$ cat config.mk
export PLATFORM = sky130hd
export DESIGN_NAME = pipe_stage_skid_reg
export DESIGN_NICKNAME = d
export VERILOG_FILES = /design/src/rtl/pipe_stage_skid_reg.sv
export SDC_FILE = /design/constraint.sdc
export NUM_CORES = 1
export LEC_CHECK = 0
export BUFFER_PORTS_ARGS = -buffer_cell sky130_fd_sc_hd__buf_2
export CORE_MARGIN = 2
export CORE_UTILIZATION = 45
export DETAILED_ROUTE_END_ITERATION = 6
export PLACE_DENSITY = 0.69
export REMOVE_ABC_BUFFERS = 1
export SLEW_MARGIN = 10
export SYNTH_ARGS = -nofsm -noshare
export SYNTH_HDL_FRONTEND = slang
export SYNTH_SLANG_ARGS = --single-unit
$ cat constraint.sdc
create_clock -name clk -period 2 [get_ports clk]
set_input_delay 0.1 -clock clk [delete_from_list [all_inputs] [get_ports clk]]
set_output_delay 0.1 -clock clk [all_outputs]
set_load 0.01 [all_outputs]
$ cat src/rtl/pipe_stage_skid_reg.sv
// Pipeline stage register with valid/ready handshake and a one-entry skid buffer.
// Upstream ready is registered (depends only on skid occupancy and flush); flush kills held beats.
module pipe_stage_skid_reg #(
  parameter int unsigned            DATA_W     = 32,
  parameter int unsigned            HAZ_W      = 2,
  parameter logic [DATA_W-1:0]      RESET_DATA = '0
) (
  input  logic              clk,
  input  logic              rst,
  input  logic              flush,
  input  logic              in_valid,
  output logic              in_ready,
  input  logic [HAZ_W-1:0]  in_hazard,
  input  logic [DATA_W-1:0] in_data,
  output logic              out_valid,
  input  logic              out_ready,
  output logic [HAZ_W-1:0]  out_hazard,
  output logic [DATA_W-1:0] out_data,
  output logic [1:0]        occupancy
);

  logic              main_valid_q, main_valid_d;
  logic [HAZ_W-1:0]  main_hazard_q, main_hazard_d;
  logic [DATA_W-1:0] main_data_q, main_data_d;
  logic              skid_valid_q, skid_valid_d;
  logic [HAZ_W-1:0]  skid_hazard_q, skid_hazard_d;
  logic [DATA_W-1:0] skid_data_q, skid_data_d;

  logic accept;
  logic pop;

  assign in_ready = !skid_valid_q && !flush;
  assign accept   = in_valid && in_ready;
  assign pop      = main_valid_q && out_ready;

  always_comb begin
    main_valid_d  = main_valid_q;
    main_hazard_d = main_hazard_q;
    main_data_d   = main_data_q;
    skid_valid_d  = skid_valid_q;
    skid_hazard_d = skid_hazard_q;
    skid_data_d   = skid_data_q;

    if (flush) begin
      // Payload registers keep their contents; only the valid flags are killed.
      main_valid_d = 1'b0;
      skid_valid_d = 1'b0;
    end else if (!main_valid_q) begin
      if (accept) begin
        main_valid_d  = 1'b1;
        main_hazard_d = in_hazard;
        main_data_d   = in_data;
      end
    end else if (skid_valid_q) begin
      // in_ready is low here, so the only possible move is skid -> main.
      if (pop) begin
        main_hazard_d = skid_hazard_q;
        main_data_d   = skid_data_q;
        skid_valid_d  = 1'b0;
      end
    end else if (pop) begin
      if (accept) begin
        main_hazard_d = in_hazard;
        main_data_d   = in_data;
      end else begin
        main_valid_d = 1'b0;
      end
    end else if (accept) begin
      skid_valid_d  = 1'b1;
      skid_hazard_d = in_hazard;
      skid_data_d   = in_data;
    end
  end

  always_ff @(posedge clk or negedge rst) begin
    if (!rst) begin
      main_valid_q  <= 1'b0;
      main_hazard_q <= '0;
      main_data_q   <= RESET_DATA;
      skid_valid_q  <= 1'b0;
      skid_hazard_q <= '0;
      skid_data_q   <= RESET_DATA;
    end else begin
      main_valid_q  <= main_valid_d;
      main_hazard_q <= main_hazard_d;
      main_data_q   <= main_data_d;
      skid_valid_q  <= skid_valid_d;
      skid_hazard_q <= skid_hazard_d;
      skid_data_q   <= skid_data_d;
    end
  end

  // Masking the tag keeps the hazard unit from matching a dead beat.
  assign out_valid  = main_valid_q;
  assign out_hazard = main_valid_q ? main_hazard_q : '0;
  assign out_data   = main_data_q;
  assign occupancy  = {1'b0, main_valid_q} + {1'b0, skid_valid_q};

endmodule

=== Word level (Yosys, flattened, before mapping) ===
Index checks and enable logic that the tools add are counted.

* $add $sub $neg: 1
* Equality and inequality tests: 1
* Mux-type cells: 21
* Bitwise gates (word level): 3
* Reduce and logical (&&, ||, !) cells: 8

{| class="wikitable"
|+ Operator list
! operator !! number
|-
| 32-bit two-way mux || 5
|-
| 2-bit two-way mux || 6
|-
| 1-bit two-way mux || 10
|-
| 5-bit AND reduction || 1
|-
| 1-bit logical AND || 3
|-
| 1-bit inverter || 3
|-
| 1-bit by 1-bit adder with 2-bit output || 1
|-
| 1-bit logical NOT || 2
|-
| 2-bit by 1-bit != test with 1-bit output (second input constant) || 1
|-
| 2-bit AND reduction || 1
|-
| 2-bit nonzero test || 1
|}

* Register bits: 70
* Bits of input ports: 39
* Output and inout port bits: 38
* Word-level logic and storage cells: 40

=== Longest topological paths before layout ===
* Depth in word-level cells: 8
* Depth in mapped cells: 5
* Gate-level depth less buffers: 3

=== Worst setup path after synthesis ===
No wires, ideal clock.

* Path type: register -> register
* Start: reg main_valid_q (netlist: out_valid)
* End: reg main_data_q[10] (netlist: out_data[10])
* Arrival time: 1622 ps
* Path slack: 253 ps
* Stages on the path, launching flop included: 6
* Buffers on the path: 2
* Clock period less this slack: 1747 ps
* Path through: dfrtp_1 > buf_4 > nand2_2 > a221oi_4 > buf_6 > mux2_2

* Cells in the longest elaborated chain, start to end: 3

{| class="wikitable"
|+ RTL lines
! element !! RTL line !! RTL
|-
| start, declared || 22 || <nowiki>logic main_valid_q, main_valid_d;</nowiki>
|-
| start signal, assigned || 84 || <nowiki>main_valid_q <= main_valid_d;</nowiki>
|-
| 1-bit logical AND || 34 || <nowiki>assign pop = main_valid_q && out_ready;</nowiki>
|-
| 2-bit by 1-bit != test with 1-bit output (no source line) || - ||
|-
| 2-bit AND reduction (no source line) || - ||
|-
| end signal, assigned || 86 || <nowiki>main_data_q <= main_data_d;</nowiki>
|-
| end, declared || 24 || <nowiki>logic [DATA_W-1:0] main_data_q, main_data_d;</nowiki>
|}

Several ways; a longest one is shown, not always the timed one.
A chain may end at the register's enable or synchronous reset.

=== Worst setup path after layout ===
* Start: reg skid_valid_q
* End: reg main_data_q[24] (netlist: out_data[24])

* Cells in the longest elaborated chain, start to end: 7

{| class="wikitable"
|+ RTL lines
! element !! RTL line !! RTL
|-
| start, declared || 25 || <nowiki>logic skid_valid_q, skid_valid_d;</nowiki>
|-
| start signal, assigned || 87 || <nowiki>skid_valid_q <= skid_valid_d;</nowiki>
|-
| 1-bit logical NOT || 32 || <nowiki>assign in_ready = !skid_valid_q && !flush;</nowiki>
|-
| 1-bit logical AND || 32 ||
|-
| 1-bit logical AND || 33 || <nowiki>assign accept = in_valid && in_ready;</nowiki>
|-
| 32-bit two-way mux (2 in series) || - ||
|-
| 32-bit two-way mux || 54 || <nowiki>end else if (skid_valid_q) begin</nowiki>
|-
| 32-bit two-way mux (*) || 48 || <nowiki>end else if (!main_valid_q) begin</nowiki>
|}

Mark *: on every way between the ends. The rest lies on a longest branch, timed or not. The select of a mux whose other input is x is not followed.

==> summary.md <==
| Metric | Value |
|---|---|
| Hold Vio Cnt, Final | `0` |
| F_max | `0.595 GHz` |
| Tot Pwr | `3.66 mW` |
| PortBufs | `76` |
| Final worst clock skew | `0.00819 ns` |
| Worst path depth | `4` |
| Total CTS buffers | `9` |
| Largest net degree at the start of global routing | `71` |
| GRT overflow | `0` |
| CP Capture Type | `register` |
| Area delta synth->final | `23.1%` |
| Clk buf depth | `2` |
| Placed Cells | `348` |
| Cell taking the most area after synthesis | `dfrtp_1` |
| Antenna-violating nets left | `0` |
| Max-cap violations | `0` |
| Vias | `1863` |
| Logic pwr share | `21.2%` |
| CTS tree | `yes` |
| Relative slew margins | `75.0%` |
| Flop pwr share | `52.4%` |
| Drt via density | `5.05` |
| Worst-path fanout max | `10` |
| Worst-Skew Late Latency | `0.32 ns` |
| Reg2Reg Depth | `4` |
| Antenna Cells | `0` |
| Ports | `77` |
| CP peak stage delay | `0.43 ns` |
| #FFs+latches synth | `70` |
| Die X | `86.7 µm` |
| Crit path buffers/inverters | `1` |
| Post-synth cell types | `17` |
| Psw | `971 µW` |
| Worst-path cell chain | `nand2_2 > a221oi_4 > buf_4 > mux2_2` |
| Top-area cell type share of the netlist area | `56.9%` |
| Nets | `324` |
| Delay-heaviest family, CP | `flip-flops` |
| Lkg Pwr | `1.77 nW` |
| Hold path depth | `2` |
| Hpwl dp | `3.80 mm` |
| Sequential element share of the synthesized area | `56.9%` |
| Gpl congestion | `0.686` |
| FILL cells | `543` |
| Drt pass-1 iters | `4` |
| Post-CTS resize count | `0` |
| Vias in the first global route | `1920` |
| Final Critical Period | `1.68 ns` |
| Hold WC Path Type | `input pin to register` |
| Worst Tran Pin Value | `0.375 ns` |
| Critical path required time | `2.21 ns` |
| Root Driver | `clkbuf_8` |
| Synth area leaders | `dfrtp_1, mux2_2, buf_2` |
| Clk network pwr share | `26.5%` |
| Iteration-0 DRC Markers | `54` |
| First-pass GRT wire length | `9.00 mm` |
| Final period util | `84.1%` |
| Net Sw Frac | `26.5%` |
| DIE HEIGHT | `86.7 µm` |
| Final WL | `5.60 mm` |
| H-tree Lvls | `3` |
| Status | `complete, no violations` |
| Synth warn | `0` |
| Starting Density | `45.8%` |
| Die area | `7520 µm²` |
| Fraction of layout cells with a size suffix above 1 | `69.2%` |
| Crit path max-delay cell type | `dfrtp_1` |
| RSZ-0062 raised after global routing | `no` |
| Cell-internal power | `2.69 mW` |
| Pwr/cell area | `967 nW/µm²` |
| Mapped Cells | `196` |
| Row count | `30` |
| Final std cells w/o fill | `369` |
| GRT Total Usage | `15.4%` |
| Post-route DRC | `0` |
| CP Class | `register to register` |
| WP data arrival | `1.89 ns` |
| Initial antenna violation count | `0` |
| Fin. max-slew vios | `0` |
| Core ar. | `6720 µm²` |
| Syn_area_per_cell | `15.7 µm²` |
| Startpoint types | `register` |
| Clock transition at the registers of the reported paths | `0.07 ns` |
| Wirelength per Cell | `15.2 µm` |
| # clock sinks | `70` |
| VDD IR-drop max | `0.000433 V` |
| Post-Synthesis Cell Area | `3080 µm²` |
| # setup viols final | `0` |
==> Yosys cell counts (all sizes together) <==
cell type,instances
nor2,1
dfrtp,70
a211oi,1
mux2,102
ha,1
inv,1
and2,2
buf,11
nand2,1
and4,1
o21ai,1
a21oi,2
a221oi,1
nand2b,1
==> path summary, 6_finish.rpt <==
check	startpoint	end	slack, ns
worst max-delay path	skid_valid_q$_DFFE_PN0P_	out_data[24]$_DFFE_PN0P_	0.32
max in group asynchronous	rst	skid_data_q[15]$_DFFE_PN0P_	1.36
min in group asynchronous	rst	out_data[16]$_DFFE_PN0P_	0.33
worst min-delay path	in_data[31]	skid_data_q[31]$_DFFE_PN0P_	0.02
worst max register to register	skid_valid_q$_DFFE_PN0P_	out_data[24]$_DFFE_PN0P_	0.32
worst min register to register	out_data[12]$_DFFE_PN0P_	out_data[12]$_DFFE_PN0P_	0.49
==> power groups by stage <==
stage | combinational (mW) | sequential [mW] | clock (mW)
finish | 0.776 | 1.92 | 0.969
global route | 0.847 | 1.96 | 1.08
CTS | 0.791 | 1.92 | 1.01
detailed placement | 0.782 | 1.95 | 0
global placement | 0.760 | 1.93 | 0
floorplan | 0.399 | 1.99 | 0
==> registers in the layout, summed over array words and instances, names as in the netlist <==
signal / flops
skid_hazard_q: 2
out_data: 32
main_hazard_q: 2
skid_valid_q: 1
out_valid: 1
skid_data_q: 32
==> worst reg2reg max path: stages, from the launching register on <==
cell	delay, ns
dfrtp_1	0.43
nand2_2	0.19
a221oi_4	0.35
buf_4	0.25
mux2_2	0.35
==> per-layer routing <==
layer  share of wire, %  track usage (%)
met1                 43             18.4
met3                3.6             3.71
met2                 53             27.1
met5                  0                0
met4               0.86             5.54
==> layout by cell type, fill, tap and decap left out <==
master / Yosys / routed
mux2_2: 100 / 100
buf_2: 7 / 76
dfrtp_1: 70 / 70
clkbuf_8: 0 / 10
clkinv_2: 0 / 5
dlygate4sd3_1: 0 / 5
buf_4: 1 / 4
buf_12: 0 / 3
and2_1: 2 / 2
a21oi_1: 2 / 2
mux2_1: 2 / 2
nor2_1: 1 / 1
nand2b_1: 1 / 1
inv_1: 1 / 1
o21ai_0: 1 / 1
and4_1: 1 / 1
nand2_2: 1 / 1
a221oi_4: 1 / 1
a211oi_1: 1 / 1
ha_1: 1 / 1
clkbuf_1: 0 / 1
==> stage by stage <==
stage	area (µm²)	worst slack [ns]	hold WS, ns	setup TNS, ns	util (%)
2_1_floorplan	3000	-0.610	-0.196	-24.17	-
3_3_place_gp	3570	0.368	0.160	0	53.2
3_5_place_dp	3570	0.340	0.173	0	53.2
4_1_cts	3790	0.327	0.00130	0	56.4
5_1_grt	3790	0.225	0.00107	0	56.4
6_report	3790	0.318	0.0180	0	56.4
==> logic make-up (layout without fill, tap and decap cells) <==
kind of cell | count (synthesis) | count (layout) | share of synthesized area, %
fa+ha+maj | 1 | 1 | 0.406
compound gates | 5 | 5 | 1.58
buf+inv | 12 | 105 | 2.60
flops | 70 | 70 | 56.9
simple gates | 6 | 6 | 1.22
mux | 102 | 102 | 37.3
==> layout make-up <==
cell class                 instances  area (µm²)  area share, %
tap                               80         100           2.64
timing repair buffer              88         520           13.7
clock inverter                     5        25.0          0.660
multi-input combinational        114        1250           32.9
sequential                        70        1750           46.2
inverter                           1        3.75         0.0990
clock buffer                      11         141           3.73
==> what timing repair did <==
item	in CTS	in global routing
buffers inserted	0	0
endpoints found under the setup margin	0	0
hold endpoints to repair	74	0
hold buffers	5	0
No activity file was read; power rests on OpenSTA's default activity.
